File: config.mk
export PLATFORM = sky130hd
export DESIGN_NAME = i2c_cfg_arbiter
export DESIGN_NICKNAME = d
export VERILOG_FILES = /design/src/rtl/i2c_cfg_arbiter.sv
export SDC_FILE = /design/constraint.sdc
export NUM_CORES = 1
export LEC_CHECK = 0
export CAP_MARGIN = 15
export CORE_MARGIN = 2
export CORE_UTILIZATION = 40
export DETAILED_ROUTE_END_ITERATION = 8
export PLACE_DENSITY_LB_ADDON = 0.08
export SETUP_SLACK_MARGIN = 0.4
export SLEW_MARGIN = 10
export SYNTH_ARGS = -nofsm -noshare
export SYNTH_HDL_FRONTEND = slang
export SYNTH_SLANG_ARGS = --single-unit
File: constraint.sdc
create_clock -name clk -period 5.4 [get_ports clk]
set_input_delay 1.08 -clock clk [delete_from_list [all_inputs] [get_ports clk]]
set_output_delay 1.08 -clock clk [all_outputs]
set_load 0.01 [all_outputs]
File: src/rtl/i2c_cfg_arbiter.sv
// Round-robin arbiter sharing one I2C write master among N_REQ register-config requesters.
// Define I2C_ARB_TIMEOUT_EN to abort a WAIT after TIMEOUT_CYC en-cycles and flag s_err.
module i2c_cfg_arbiter #(
  parameter int N_REQ       = 3,
  parameter int TIMEOUT_CYC = 4096
) (
  input  logic               clk,
  input  logic               reset_n,
  input  logic               en,
  input  logic [N_REQ*7-1:0]  s_addr,
  input  logic [N_REQ*16-1:0] s_wdata,
  input  logic [N_REQ-1:0]   s_req,
  output logic [N_REQ-1:0]   s_ack,
  output logic [N_REQ-1:0]   s_err,
  output logic [6:0]         m_addr,
  output logic [15:0]        m_wdata,
  output logic               m_req,
  input  logic               m_ack,
  output logic [N_REQ-1:0]   grant,
  output logic               busy
);

  localparam int IDX_W = $clog2(N_REQ);

  typedef enum logic [1:0] {IDLE, ISSUE, WAIT, DONE} state_t;

  state_t           state, state_nxt;
  logic [N_REQ-1:0] pending, pending_nxt;
  logic [N_REQ-1:0] grant_nxt, s_ack_nxt, done_mask;
  logic [IDX_W-1:0] last_grant, last_grant_nxt;
  logic [IDX_W-1:0] owner, owner_nxt;
  logic [IDX_W-1:0] pick_idx;
  logic [IDX_W:0]   pick;
  logic [6:0]       m_addr_nxt;
  logic [15:0]      m_wdata_nxt;
  logic             m_req_nxt;

`ifdef I2C_ARB_TIMEOUT_EN
  localparam int CNT_W = $clog2(TIMEOUT_CYC + 1);
  logic [CNT_W-1:0] tmo_cnt, tmo_cnt_nxt;
  logic [N_REQ-1:0] s_err_q, s_err_nxt;
  logic             expired;
  assign expired = (tmo_cnt == CNT_W'(TIMEOUT_CYC - 1));
  assign s_err   = s_err_q;
`else
  assign s_err = '0;
`endif

  assign busy = (state != IDLE);

  // Returns {found, index}: first pending requester after `last`, wrapping modulo N_REQ.
  function automatic logic [IDX_W:0] rr_pick(input logic [N_REQ-1:0] pend,
                                              input logic [IDX_W-1:0] last);
    logic             found;
    logic [IDX_W-1:0] idx;
    logic [IDX_W:0]   c;
    found = 1'b0;
    idx   = '0;
    for (int k = 1; k <= N_REQ; k++) begin
      c = {1'b0, last} + (IDX_W + 1)'(k);
      if (c >= (IDX_W + 1)'(N_REQ)) c = c - (IDX_W + 1)'(N_REQ);
      if (!found && pend[c[IDX_W-1:0]]) begin
        found = 1'b1;
        idx   = c[IDX_W-1:0];
      end
    end
    return {found, idx};
  endfunction

  always_comb begin
    state_nxt      = state;
    pending_nxt    = pending;
    grant_nxt      = grant;
    owner_nxt      = owner;
    last_grant_nxt = last_grant;
    m_addr_nxt     = m_addr;
    m_wdata_nxt    = m_wdata;
    m_req_nxt      = m_req;
    s_ack_nxt      = s_ack;
    done_mask      = '0;
`ifdef I2C_ARB_TIMEOUT_EN
    tmo_cnt_nxt    = tmo_cnt;
    s_err_nxt      = s_err_q;
`endif
    pick     = rr_pick(pending, last_grant);
    pick_idx = pick[IDX_W-1:0];
    if (en) begin
      case (state)
        IDLE: begin
          if (pick[IDX_W]) begin
            grant_nxt   = N_REQ'(1) << pick_idx;
            owner_nxt   = pick_idx;
            m_addr_nxt  = s_addr[7*pick_idx +: 7];
            m_wdata_nxt = s_wdata[16*pick_idx +: 16];
            m_req_nxt   = 1'b1;
            state_nxt   = ISSUE;
          end
        end
        ISSUE: begin
          m_req_nxt = 1'b0;
          state_nxt = WAIT;
`ifdef I2C_ARB_TIMEOUT_EN
          tmo_cnt_nxt = '0;
`endif
        end
        WAIT: begin
          // m_ack wins over a simultaneous timeout expiry
          if (m_ack) begin
            done_mask      = grant;
            s_ack_nxt      = grant;
            last_grant_nxt = owner;
            state_nxt      = DONE;
          end
`ifdef I2C_ARB_TIMEOUT_EN
          else if (expired) begin
            done_mask      = grant;
            s_ack_nxt      = grant;
            s_err_nxt      = grant;
            last_grant_nxt = owner;
            state_nxt      = DONE;
          end else begin
            tmo_cnt_nxt = tmo_cnt + CNT_W'(1);
          end
`endif
        end
        DONE: begin
          s_ack_nxt = '0;
          grant_nxt = '0;
          state_nxt = IDLE;
`ifdef I2C_ARB_TIMEOUT_EN
          s_err_nxt = '0;
`endif
        end
        default: state_nxt = IDLE;
      endcase
      // A new request in the completion cycle keeps the requester pending
      pending_nxt = (pending & ~done_mask) | s_req;
    end
  end

  always_ff @(posedge clk) begin
    if (!reset_n) begin
      state      <= IDLE;
      pending    <= '0;
      last_grant <= IDX_W'(N_REQ - 1);
      owner      <= '0;
      grant      <= '0;
      m_addr     <= '0;
      m_wdata    <= '0;
      m_req      <= 1'b0;
      s_ack      <= '0;
`ifdef I2C_ARB_TIMEOUT_EN
      tmo_cnt    <= '0;
      s_err_q    <= '0;
`endif
    end else begin
      state      <= state_nxt;
      pending    <= pending_nxt;
      last_grant <= last_grant_nxt;
      owner      <= owner_nxt;
      grant      <= grant_nxt;
      m_addr     <= m_addr_nxt;
      m_wdata    <= m_wdata_nxt;
      m_req      <= m_req_nxt;
      s_ack      <= s_ack_nxt;
`ifdef I2C_ARB_TIMEOUT_EN
      tmo_cnt    <= tmo_cnt_nxt;
      s_err_q    <= s_err_nxt;
`endif
    end
  end

endmodule

==> results of run 1 <==
[kinds of logic after synthesis]
group                    count (synthesis)
buffers and inverters                   36
adder cells (fa/ha/maj)                  8
AND/OR/NAND/NOR                         95
AO/OA/AOI/OAI                          106
flip-flops                              39
other                                    1
multiplexers                             3
[layout make-up]
| class | count | area, um^2 | area share, % |
|---|---|---|---|
| Clock inverter | 2 | 35.0 | 0.958 |
| Tap cell | 75 | 93.8 | 2.56 |
| Multi-Input combinational cell | 215 | 1540 | 42.0 |
| Clock buffer | 6 | 82.6 | 2.26 |
| Inverter | 8 | 30.0 | 0.821 |
| Timing Repair Buffer | 110 | 1100 | 30.0 |
| Sequential cell | 39 | 781 | 21.3 |
[critical path, stage by stage (launching register included)]
cell     delay [ns]
dfxtp_1        0.54
inv_1          0.16
ha_1           0.59
mux2i_1        0.27
o21ai_2        0.12
a32oi_4        0.86
nor3b_1        0.13
o21a_1         0.22
[report_power, final]
group	internal [uW]	total [uW]	switching [uW]
combinational	154	289	135
sequential	318	340	21.4
clock	150	258	108
[metal layers]
layer  vias up  track usage (%)  wire (um)
li1       1273                -          -
met1      1155             26.5       3240
met2        96             36.1       3540
met3         9             5.67        554
met4         0             6.71        116
met5         -                0          0
[synth_stat cells (all sizes together) (2+ instances only)]
master	instances	area share [%]
nor2b	6	1.5
buf	21	6.3
nor2	4	0.60
dfxtp	39	31
and3	2	0.50
o211ai	2	0.60
inv	8	1.2
nand2b	5	1.6
nor3b	2	1.0
ha	8	4.0
clkbuf	7	1.0
a21bo	2	0.80
a22oi	5	2.6
nand3	29	7.0
o211a	2	0.80
a221oi	23	10
o21ai	29	5.9
nand2	36	5.4
a31oi	24	6.2
a21oi	4	0.80
nand4b	3	1.0
mux2i	2	0.80
a21boi	6	1.9
nand4	4	0.99
[state kept, by name, summed over array words and instances (netlist names)]
name,cells
m_wdata,16
m_addr,7
grant,3
pending,3
s_ack,3
last_grant,2
owner,2
state,2
m_req,1
[placed cells by master (no fill, tap or decap), drive strengths merged, types with 3 or more instances in the layout]
cell           instances
a21boi                 6
a21oi                  4
a221oi                23
a22oi                  5
a31oi                 24
buf                    4
clkbuf                 6
clkdlybuf4s50        106
conb                   3
dfxtp                 39
ha                     8
inv                    8
nand2                 36
nand2b                 5
nand3                 29
nand4                  4
nand4b                 3
nor2                   4
nor2b                  6
o21ai                 29
[metrics by stage]
step                      hold WS [ns]  worst slack, ns  std cells  total power (uW)  cell area (um^2)
after floorplan                  0.454             3.26        290               500              2520
after global placement           0.452             2.15        446               633              3530
after detailed placement         0.460             2.14        447               636              3540
after CTS                        0.469             2.40        455               895              3660
after global routing             0.494             2.16        455               931              3660
final                            0.466             2.41        455               887              3660
[final timing paths]
| check | slack [ns] | to | depth (start not counted) | startpoint |
|---|---|---|---|---|
| max | 2.41 | grant[2]$_SDFFE_PN0P_ | 7 | last_grant[0]$_SDFFE_PN0P_ |
| min | 0.47 | s_ack[2]$_SDFFE_PN0P_ | 2 | s_ack[2]$_SDFFE_PN0P_ |
| max reg2reg | 2.41 | grant[2]$_SDFFE_PN0P_ | 7 | last_grant[0]$_SDFFE_PN0P_ |
| min reg2reg | 0.47 | s_ack[2]$_SDFFE_PN0P_ | 2 | s_ack[2]$_SDFFE_PN0P_ |
==> flow_summary_export.csv, run 1 <==
group,metric,value,unit
run_status,outcome,"completed",
placed_design,dp_hpwl,5140,um
finish,fin_util,61.1,%
clock_tree,cts_buffers,5,
timing,min_period_over_period,55.4,%
clock_tree,ctsHtreeMaxLevel,2,
detailed_routing,drt-initial-drc-count,127,
timing,timing.final.hold_violations,0,
logic_synthesis,synth_area_per_cell,8.74,um^2
global_route,grt_overflow,0,
setup_path,arrival,3.19,ns
detailed_routing,wl,7450,um
timing,period_minus_slack,2.99,ns
global_route,grtUsageTotal,21.4,%
timing,worst_clock_skew,0.00499,ns
die,io_pins,110,
flow_run,max-cap-violations,0,
setup_path,worstPathMaxFanout,27,
global_route,grt_pass1_vias,2557,
die,start_util,42.0,%
min_path,holdCritPathClass,"reg2reg",
logic_synthesis,yosys.area_share.xor_xnor,0,%
die,dieArea,6940,um^2
clock_tree,clk_latency,0.30,ns
global_route,antenna_found_initial,0,
logic_synthesis,synthesis.yosys.warnings,0,
clock_tree,hold_buffers,0,
placed_design,gp_congestion,0.869,
detailed_routing,vias_per_cell,5.57,
timing,slew-limit-headroom,33.3,%
logic_synthesis,synth_compound_area_share,34.2,%
timing,drv_slew,0,
clock_tree,clkTransAtPathRegs,0.08,ns
setup_path,criticalPathCategory,"reg2reg",
clock_tree,clkSinkCount,39,
finish,drive_above_1_share,10.8,%
logic_synthesis,synth_edf_count,0,
detailed_routing,routedWlPerCell,16.4,um
finish,final_nets,463,
logic_synthesis,synth_cell_types,55,
logic_synthesis,synth_ff_type,"dfxtp_1",
setup_path,cp-start-kind,"flop",
logic_synthesis,async_flop_share,0,%
clock_tree,cts_root_buf,"clkbuf_8",
logic_synthesis,synthSimpleGateAreaFrac,20.9,%
logic_synthesis,syn_area,2520,um^2
die,coreArea,5990,um^2
global_route,grt_first_pass_wirelength,12200,um
finish,nFillCells,553,
die,die_h,83.3,um
timing,worst_pin_slew,1.00,ns
die,rows,28,
clock_tree,cts_buffer_depth,2,
power,power_density,243,nW/um^2
detailed_routing,ant_nets,0,
finish,area_growth,45.3,%
placed_design,io_buffer_count,106,
logic_synthesis,synth_seq_cells,39,
logic_synthesis,synth_top_family_by_area,"compound AO/OA/AOI/OAI gates",
timing,setup_violations,0,
setup_path,required,5.60,ns
die,dieWidth,83.3,um
logic_synthesis,ys_seq_area_share,31.0,%
logic_synthesis,synth_mux_area_share,1.24,%
timing,finalSetupTns,0,ns
detailed_routing,dr.pass1.iters,4,
detailed_routing,remaining_drc_errors,0,
power,ir_drop,0.000116,V
timing,max_freq,334,MHz
detailed_routing,vias,2533,
global_route,grt_max_degree,41,
clock_tree,tritoncts,"built",
logic_synthesis,synth_cells,288,
timing,rsz0062_at_grt,"false",
clock_tree,cts_resized,0,
setup_path,end_kind,"flop",
logic_synthesis,synth_fa_ha_area_share,3.98,%
finish,n_antenna_cell,0,
power,leakage,0.00136,uW
clock_tree,cts_setup_buffers,0,
Note: power is estimated with default switching activity, not from simulation.
==> inputs of run 2 (changes only) <==
--- a/config.mk
+++ b/config.mk
@@ -7,7 +7,7 @@
 export LEC_CHECK = 0
 export CAP_MARGIN = 15
 export CORE_MARGIN = 2
-export CORE_UTILIZATION = 40
+export CORE_UTILIZATION = 38
 export DETAILED_ROUTE_END_ITERATION = 8
 export PLACE_DENSITY_LB_ADDON = 0.08
 export SETUP_SLACK_MARGIN = 0.4
==> constraint.sdc (replaced) <==
create_clock -name clk -period 2.7 [get_ports clk]
set_input_delay 0.54 -clock clk [delete_from_list [all_inputs] [get_ports clk]]
set_output_delay 0.54 -clock clk [all_outputs]
set_load 0.01 [all_outputs]
==> flow_summary_export.csv, run 2 (same netlist as run 1, synthesis figures left out) <==
group,metric,value,unit
timing,max_freq,453,MHz
setup_path,worstPathMaxFanout,4,
die,coreArea,6390,um^2
timing,drv_slew,0,
clock_tree,cts_root_buf,"clkbuf_8",
power,power_density,451,nW/um^2
run_status,outcome,"completed",
detailed_routing,dr.pass1.iters,4,
finish,nFillCells,561,
clock_tree,clk_latency,0.30,ns
setup_path,cp-start-kind,"flop",
timing,timing.final.hold_violations,0,
clock_tree,cts_buffers,5,
detailed_routing,drt-initial-drc-count,150,
global_route,grt_pass1_vias,2545,
detailed_routing,wl,8410,um
global_route,grt_first_pass_wirelength,12900,um
die,dieWidth,85.4,um
placed_design,dp_hpwl,5250,um
timing,rsz0062_at_grt,"false",
timing,min_period_over_period,81.7,%
die,rows,29,
timing,worst_clock_skew,0.00718,ns
placed_design,placed_area,3610,um^2
finish,final_common_cell,"clkdlybuf4s50_1",
detailed_routing,ant_nets,0,
setup_path,arrival,1.67,ns
finish,multi_input_comb_area,1640,um^2
timing,worst_pin_slew,0.758,ns
finish,final_area,3890,um^2
timing,period_minus_slack,2.21,ns
flow_run,max-cap-violations,0,
finish,drive_above_1_share,17.3,%
setup_path,end_kind,"output pin",
global_route,grtUsageTotal,22.2,%
clock_tree,clkTransAtPathRegs,0.08,ns
detailed_routing,vias_per_cell,5.63,
die,start_util,39.4,%
detailed_routing,wl_met2,3870,um
finish,n_antenna_cell,0,
clock_tree,ctsHtreeMaxLevel,2,
finish,most-common-layout-cells,"clkdlybuf4s50_1, dfxtp_1, nand2_1",
global_route,grt_overflow,0,
finish,area_growth,54.6,%
setup_path,required,2.16,ns
setup_path,criticalPathCategory,"reg2out",
finish,largest_register_ffs,16,
detailed_routing,wl_met3,620,um
timing,finalSetupTns,0,ns
global_route,grt_max_degree,41,
die,die_h,85.4,um
clock_tree,tritoncts,"built",
detailed_routing,top_layer_used,"met4",
detailed_routing,vias,2645,
detailed_routing,remaining_drc_errors,0,
timing,slew-limit-headroom,49.5,%
finish,top_regs,"m_wdata: 16 flops, m_addr: 7 flops",
finish,top_register,"m_wdata",
finish,final_nets,476,
detailed_routing,wl_met1,3780,um
die,dieArea,7290,um^2
placed_design,io_buffer_count,106,
clock_tree,clkSinkCount,39,
power,leakage,0.00144,uW
global_route,antenna_found_initial,0,
clock_tree,cts_buffer_depth,2,
detailed_routing,routedWlPerCell,17.9,um
clock_tree,hold_buffers,0,
die,io_pins,110,
power,ir_drop,0.000258,V
min_path,holdCritPathClass,"reg2reg",
timing,setup_violations,0,
finish,regArea,782,um^2
placed_design,gp_congestion,0.830,
-- run 2: changes by cell type in the layout (fill, tap and decap cells not counted), sizes merged --
cell	before	now
bufinv	1	0
buf	4	14
clkbuf	6	9
o31ai	1	2
-- run 2: layout make-up --
type	count	share of cell area [%]
clock inverter	1	0.129
clock buffer	7	1.96
timing repair buffer	122	32.4
inverter	8	0.771
multi-input combinational	216	42.2
tap	77	2.48
sequential	39	20.1
-- run 2: final timing paths --
check | cells after the start | from | slack (ns) | endpoint
setup / recovery | 4 | state[0]$_SDFFE_PN0P_ | 0.49 | busy
setup reg to reg | 9 | last_grant[0]$_SDFFE_PN0P_ | 0.50 | m_wdata[8]$_SDFFE_PN0P_
hold / removal | 2 | s_ack[0]$_SDFFE_PN0P_ | 0.47 | s_ack[0]$_SDFFE_PN0P_
hold reg to reg | 2 | s_ack[0]$_SDFFE_PN0P_ | 0.47 | s_ack[0]$_SDFFE_PN0P_
-- run 2: repair_timing --
item,CTS,global route
endpoints found under the setup margin,24,28
gates cloned,1,3
gates resized for setup,2,19
setup buffers,0,3
pin swaps,1,5
-- run 2: report_power, final --
group / total [uW] / leakage, uW / internal (uW) / switching, uW
Clock: 406 / 0.0000422 / 182 / 224
Combinational: 673 / 0.00108 / 366 / 307
Sequential: 678 / 0.000319 / 637 / 41.4
Total: 1760 / 0.00144 / 1180 / 573
-- run 2: routing by layer --
| metal | vias up | track usage, % |
|---|---|---|
| met5 | - | 0 |
| met4 | 0 | 6.06 |
| met3 | 15 | 5.45 |
| met2 | 112 | 35.1 |
| met1 | 1220 | 30.1 |
| li1 | 1298 | - |
-- run 2: metrics by stage --
stage / setup WS [ns] / hold slack [ns] / util [%] / total power, uW / cells
final: 0.495 / 0.468 / 61.0 / 1760 / 470
after global routing: 0.398 / 0.491 / 61.0 / 1850 / 470
after CTS: 0.377 / 0.470 / 58.1 / 1710 / 464
after detailed placement: 0.123 / 0.459 / 56.5 / 1300 / 455
after global placement: 0.193 / 0.453 / 56.5 / 1290 / 455
after floorplan: 0.560 / 0.454 / - / 1000 / 290
-- run 2: critical path, cell delays in order, from the launching register on --
cell and delay, ns:
dfxtp_1 0.38, inv_1 0.10, ha_2 0.23, inv_1 0.11
clkdlybuf4s50_1 0.54
==> patch 1: new RTL, settings of run 1 <==
`N_REQ`: 3 -> 2.
--- a/src/rtl/i2c_cfg_arbiter.sv
+++ b/src/rtl/i2c_cfg_arbiter.sv
@@ -1,7 +1,7 @@
 // Round-robin arbiter sharing one I2C write master among N_REQ register-config requesters.
 // Define I2C_ARB_TIMEOUT_EN to abort a WAIT after TIMEOUT_CYC en-cycles and flag s_err.
 module i2c_cfg_arbiter #(
-  parameter int N_REQ       = 3,
+  parameter int N_REQ       = 2,
   parameter int TIMEOUT_CYC = 4096
 ) (
   input  logic               clk,
Interface: changed (6 resized); port bits go from 110 to 83. No check against the original RTL was run, so the function may have changed too.
==> patch 1 against run 1 <==
- sequential cell count is 5 lower
- count of clock-buffer cells in the layout is 1 higher
- wire length is 46% lower
- total power is 27% lower
- area after synthesis is 37% lower
- core utilization is 5.2 points higher
- critical endpoint is now m_wdata[0]$_SDFFE_PN0P_
- worst setup slack better by 0.059 ns
- final area is 32% lower
- critical path type is now in -> reg
==> patch 1: results (changes against run 1) <==
Global routing
  • Initial antenna violation count: 0 (unchanged)
  • First-pass GRT wire length: 6240 µm (-49%)
  • Vias in the first global route: 1457 (-43%)
  • GRT Util Overall: 0.184 (-0.0301)
  • Largest net degree at the start of global routing: 48 (+17%)

Clocking
  • Clk Latency, worst-skew pair: 0.28 ns (-0.02 ns)
  • Clk pin slew, worst setup/hold paths: 0.07 ns
  • Post-CTS resize count: 0 (unchanged)

Final layout
  • Layout cells sized above 1: 0.0515 (-0.0564)
  • # nets final: 328 (-29%)
  • Fill count: 334 (-40%)

Worst setup path
  • CP max stage delay: 0.97 ns (+0.11 ns)
  • Cell with the largest stage delay on the worst path: o211a_1
  • CP Data Arrival Time: 3.13 ns (-0.06 ns)
  • Crit path max fanout: 47 (+74%)
  • Crit path launch type: primary input

Yosys
  • Post-synthesis sequential area ratio: 0.426 (+0.116)
  • Top cells by count, synth: 57 x nand2_1, 34 x dfxtp_1, 24 x a31oi_1, 24 x o21ai_0, 7 x mux2i_1
  • Async set-reset flop share out of synthesis: 0 (unchanged)
  • Most area-consuming cells after synthesis: dfxtp_1 43%, nand2_1 13%, a31oi_1 9.4%, o21ai_0 7.5%, mux2i_1 4.4%
  • Post-synthesis cell type count: 30 (-45%)

Worst hold path
  • Min-Delay Path Class: reg -> reg

Placed design
  • # port buffers: 80 (-25%)
  • Hpwl dp: 2740 µm (-47%)
  • RD Place Congestion: 0.750 (-14%)

Detailed routing
  • DR pass1 iterations: 4 (unchanged)
  • Met3 WL post-DR: 266 µm (-52%)
  • Met1 Wirelength: 1680 µm (-48%)
  • Routed length on met2: 1990 µm (-44%)
  • Vias: 1627 (-36%)
  • Total length of routed wires: 3990 µm (-46%)
  • DRT iter0 DRCs: 53 (-58%)

STA
  • Final Skew: 0.00485 ns (-0.000137 ns)
  • Worst Tran Pin Value: 1.13 ns (+0.128 ns)

Pwr
  • P_leak: 0.988 nW (-27%)
  • Maximum VDD drop: 0.000161 V (+39%)

Outcome
  • Status: complete, no violations
==> patch 1: cell count changes after synthesis, sizes merged, moves of 5 or more <==
cell | before | now
dfxtp | 39 | 34
mux2i | 2 | 7
a221oi | 23 | 0
nand3 | 29 | 2
buf | 21 | 13
nand2 | 36 | 57
==> patch 1: stage by stage <==
| stage | std cells | power (mW) | setup WS, ns | cell area [µm²] | hold slack [ns] |
|---|---|---|---|---|---|
| 2_1_floorplan | 198 | 0.376 | 3.51 | 1600 | 0.443 |
| 3_3_place_gp | 310 | 0.462 | 2.23 | 2360 | 0.461 |
| 3_5_place_dp | 310 | 0.464 | 2.14 | 2360 | 0.460 |
| 4_1_cts | 318 | 0.653 | 2.44 | 2450 | 0.475 |
| 5_1_grt | 320 | 0.685 | 2.28 | 2480 | 0.501 |
| 6_report | 320 | 0.649 | 2.47 | 2480 | 0.469 |
==> patch 1: worst paths after layout <==
kind                                   to  cells past startpoint  slack [ns]                  start
setup / recovery  m_wdata[0]$_SDFFE_PN0P_                      4        2.47                     en
hold / removal      s_ack[0]$_SDFFE_PN0P_                      2        0.47  s_ack[0]$_SDFFE_PN0P_
setup reg to reg  m_wdata[0]$_SDFFE_PN0P_                      5        3.23  state[0]$_SDFFE_PN0P_
hold reg to reg     s_ack[0]$_SDFFE_PN0P_                      2        0.47  s_ack[0]$_SDFFE_PN0P_
==> patch 1: cell type report <==
| cell class | instances | area share |
|---|---|---|
| inverters | 5 | 0.00756 |
| multi-input cells | 143 | 0.322 |
| well taps | 48 | 0.0242 |
| repair buffers | 82 | 0.335 |
| clock buffers | 7 | 0.0348 |
| clock inverters | 1 | 0.00202 |
| flip-flops and latches | 34 | 0.274 |
==> patch 1: logic make-up after synthesis <==
family                     synth area share
and+or+nand+nor                       0.180
AOI/OAI and AO/OA                     0.226
DFF                                   0.426
buffers and inverters                0.0752
muxes                                0.0509
adders and majority gates            0.0392
other                               0.00235
==> patch 1: layer usage <==
metal  global-route usage  vias up
li1                     -      825
met1                0.201      753
met2                0.325       44
met3               0.0583        5
met4               0.0765        0
met5                    0        -
==> patch 1: tightest hold or removal path, cell delays in order (launching register included) <==
cell	delay (ns)
dfxtp_1	0.31
nand2_1	0.05
mux2i_1	0.06
==> patch 1: power by group <==
part	total, mW	internal [mW]	switching (mW)
Clock	0.190	0.103	0.0867
Combinational	0.171	0.0976	0.0731
Sequential	0.289	0.275	0.0146
==> patch 2: new RTL, config.mk and constraints of run 1 <==
Made on the original files. Re-encode `state_t` (4 states) as Gray code, 2 bits wide.
--- a/src/rtl/i2c_cfg_arbiter.sv
+++ b/src/rtl/i2c_cfg_arbiter.sv
@@ -22,7 +22,7 @@
 
   localparam int IDX_W = $clog2(N_REQ);
 
-  typedef enum logic [1:0] {IDLE, ISSUE, WAIT, DONE} state_t;
+  typedef enum logic [1:0] {IDLE = 2'b00, ISSUE = 2'b01, WAIT = 2'b11, DONE = 2'b10} state_t;
 
   state_t           state, state_nxt;
   logic [N_REQ-1:0] pending, pending_nxt;
Function: no difference found for any inputs over 10 cycles, from zero or initial values and one cycle with reset_n low; not proved beyond that.
==> patch 2 against run 1 <==
- core utilization grew 2.3 points
- sequential cell count is the same
- via count shrank 9.0%
- area after synthesis shrank 17%
- total power shrank 5.8%
- wire length shrank 16%
- clock skew grew 0.0014 ns
- worst setup slack lost 0.27 ns
- first-iteration DRC count grew 44%
- final area shrank 12%
- critical path type is now in -> reg
- largest power group unchanged
==> patch 2: results (changes against run 1) <==
Placed design
  • Place WS: 1.81 ns (-0.328 ns)
  • Hpwl dp: 4250 µm (-17%)
  • RD Place Congestion: 0.765 (-12%)

Pwr
  • Pint: 0.595 mW (-4.4%)
  • P_leak: 1.15 nW (-15%)
  • Combinational group share of total power: 0.314 (-0.012)
  • Net Sw Power: 0.241 mW (-9.0%)
  • Maximum VDD drop: 0.000214 V (+85%)

Worst setup path
  • FF-to-FF path depth: 8 (+1)
  • RR Endpoint: m_wdata[8]$_SDFFE_PN0P_
  • CP Data Arrival Time: 3.43 ns (+0.24 ns)
  • Worst setup path start: en
  • Flop2flop setup slack: 2.59 ns (+0.18 ns)
  • CP Class: in -> reg
  • Crit path max fanout: 25 (-7.4%)

Detailed routing
  • WL per Instance: 15.2 µm (-7.1%)
  • Routed length on met2: 2900 µm (-18%)
  • Met3 WL post-DR: 479 µm (-14%)
  • DRT iter0 DRCs: 183 (+44%)
  • Met1 Wirelength: 2790 µm (-14%)
  • Via-per-instance ratio: 5.59 (+0.50%)
  • Total length of routed wires: 6270 µm (-16%)

Global routing
  • Vias in the first global route: 2089 (-18%)
  • GR Layer Usage met1: 0.269 (+0.00457)
  • Largest net degree at the start of global routing: 50 (+22%)
  • Met2 usage: 0.336 (-0.0244)
  • First-pass GRT wire length: 10000 µm (-18%)
  • Grt met3 use: 0.0592 (+0.00258)

Outcome
  • Status: complete, no violations

Yosys
  • Most area-consuming cells after synthesis: dfxtp_1 37%, o21ai_0 12%, a221oi_1 9.6%, o22ai_1 6.9%, buf_6 2.7%
  • Post-synthesis cell type count: 45 (-18%)
  • Top cells by count, synth: 51 x o21ai_0, 39 x dfxtp_1, 23 x a221oi_1, 23 x o22ai_1, 11 x nand2_1
  • Avg Inst Size Synth: 8.44 µm² (-3.5%)
  • Post-synthesis sequential area ratio: 0.373 (+0.0631)

Final layout
  • # nets final: 420 (-9.3%)
  • Fill count: 455 (-18%)

STA
  • Final Skew: 0.00638 ns (+0.00139 ns)
  • Post-layout min period: 3.26 ns (+0.269 ns)
-- patch 2: worst max-delay path, stage by stage --
cell	delay, ns
clkdlybuf4s50_1	0.62
inv_1	0.12
nor3_1	0.38
nand2_1	0.59
a221oi_1	0.47
o22ai_1	0.14
-- patch 2: layout make-up --
| class | instances | area (µm²) | area share |
|---|---|---|---|
| clock buffers | 7 | 96.3 | 0.0299 |
| multi-input cells | 178 | 1140 | 0.354 |
| well taps | 70 | 87.6 | 0.0272 |
| inverters | 10 | 37.5 | 0.0117 |
| flip-flops and latches | 39 | 781 | 0.243 |
| repair buffers | 107 | 1070 | 0.332 |
| clock inverters | 1 | 7.51 | 0.00233 |
-- patch 2: how the worst min path moves through the flow --
stage                          startpoint  slack, ns                          to  cells after the start
global route           m_req$_SDFFE_PN0P_       0.52          m_req$_SDFFE_PN0P_                      2
finish              s_ack[2]$_SDFFE_PN0P_       0.49       s_ack[2]$_SDFFE_PN0P_                      2
detailed placement     m_req$_SDFFE_PN0P_       0.47          m_req$_SDFFE_PN0P_                      2
global placement    s_ack[2]$_SDFFE_PN0P_       0.47       s_ack[2]$_SDFFE_PN0P_                      2
CTS                 s_ack[2]$_SDFFE_PN0P_       0.50       s_ack[2]$_SDFFE_PN0P_                      2
floorplan           owner[1]$_SDFFE_PN0P_       0.45  last_grant[1]$_SDFFE_PN1P_                      2
-- patch 2: cells by family (layout without fill, tap and decap cells) --
logic type | Yosys count | after routing | synth area share
muxes | 3 | 3 | 0.0167
other | 1 | 3 | 0.00179
DFF | 39 | 39 | 0.373
AOI/OAI and AO/OA | 128 | 128 | 0.400
buffers and inverters | 33 | 125 | 0.0861
and+or+nand+nor | 41 | 41 | 0.105
adders and majority gates | 3 | 3 | 0.0179
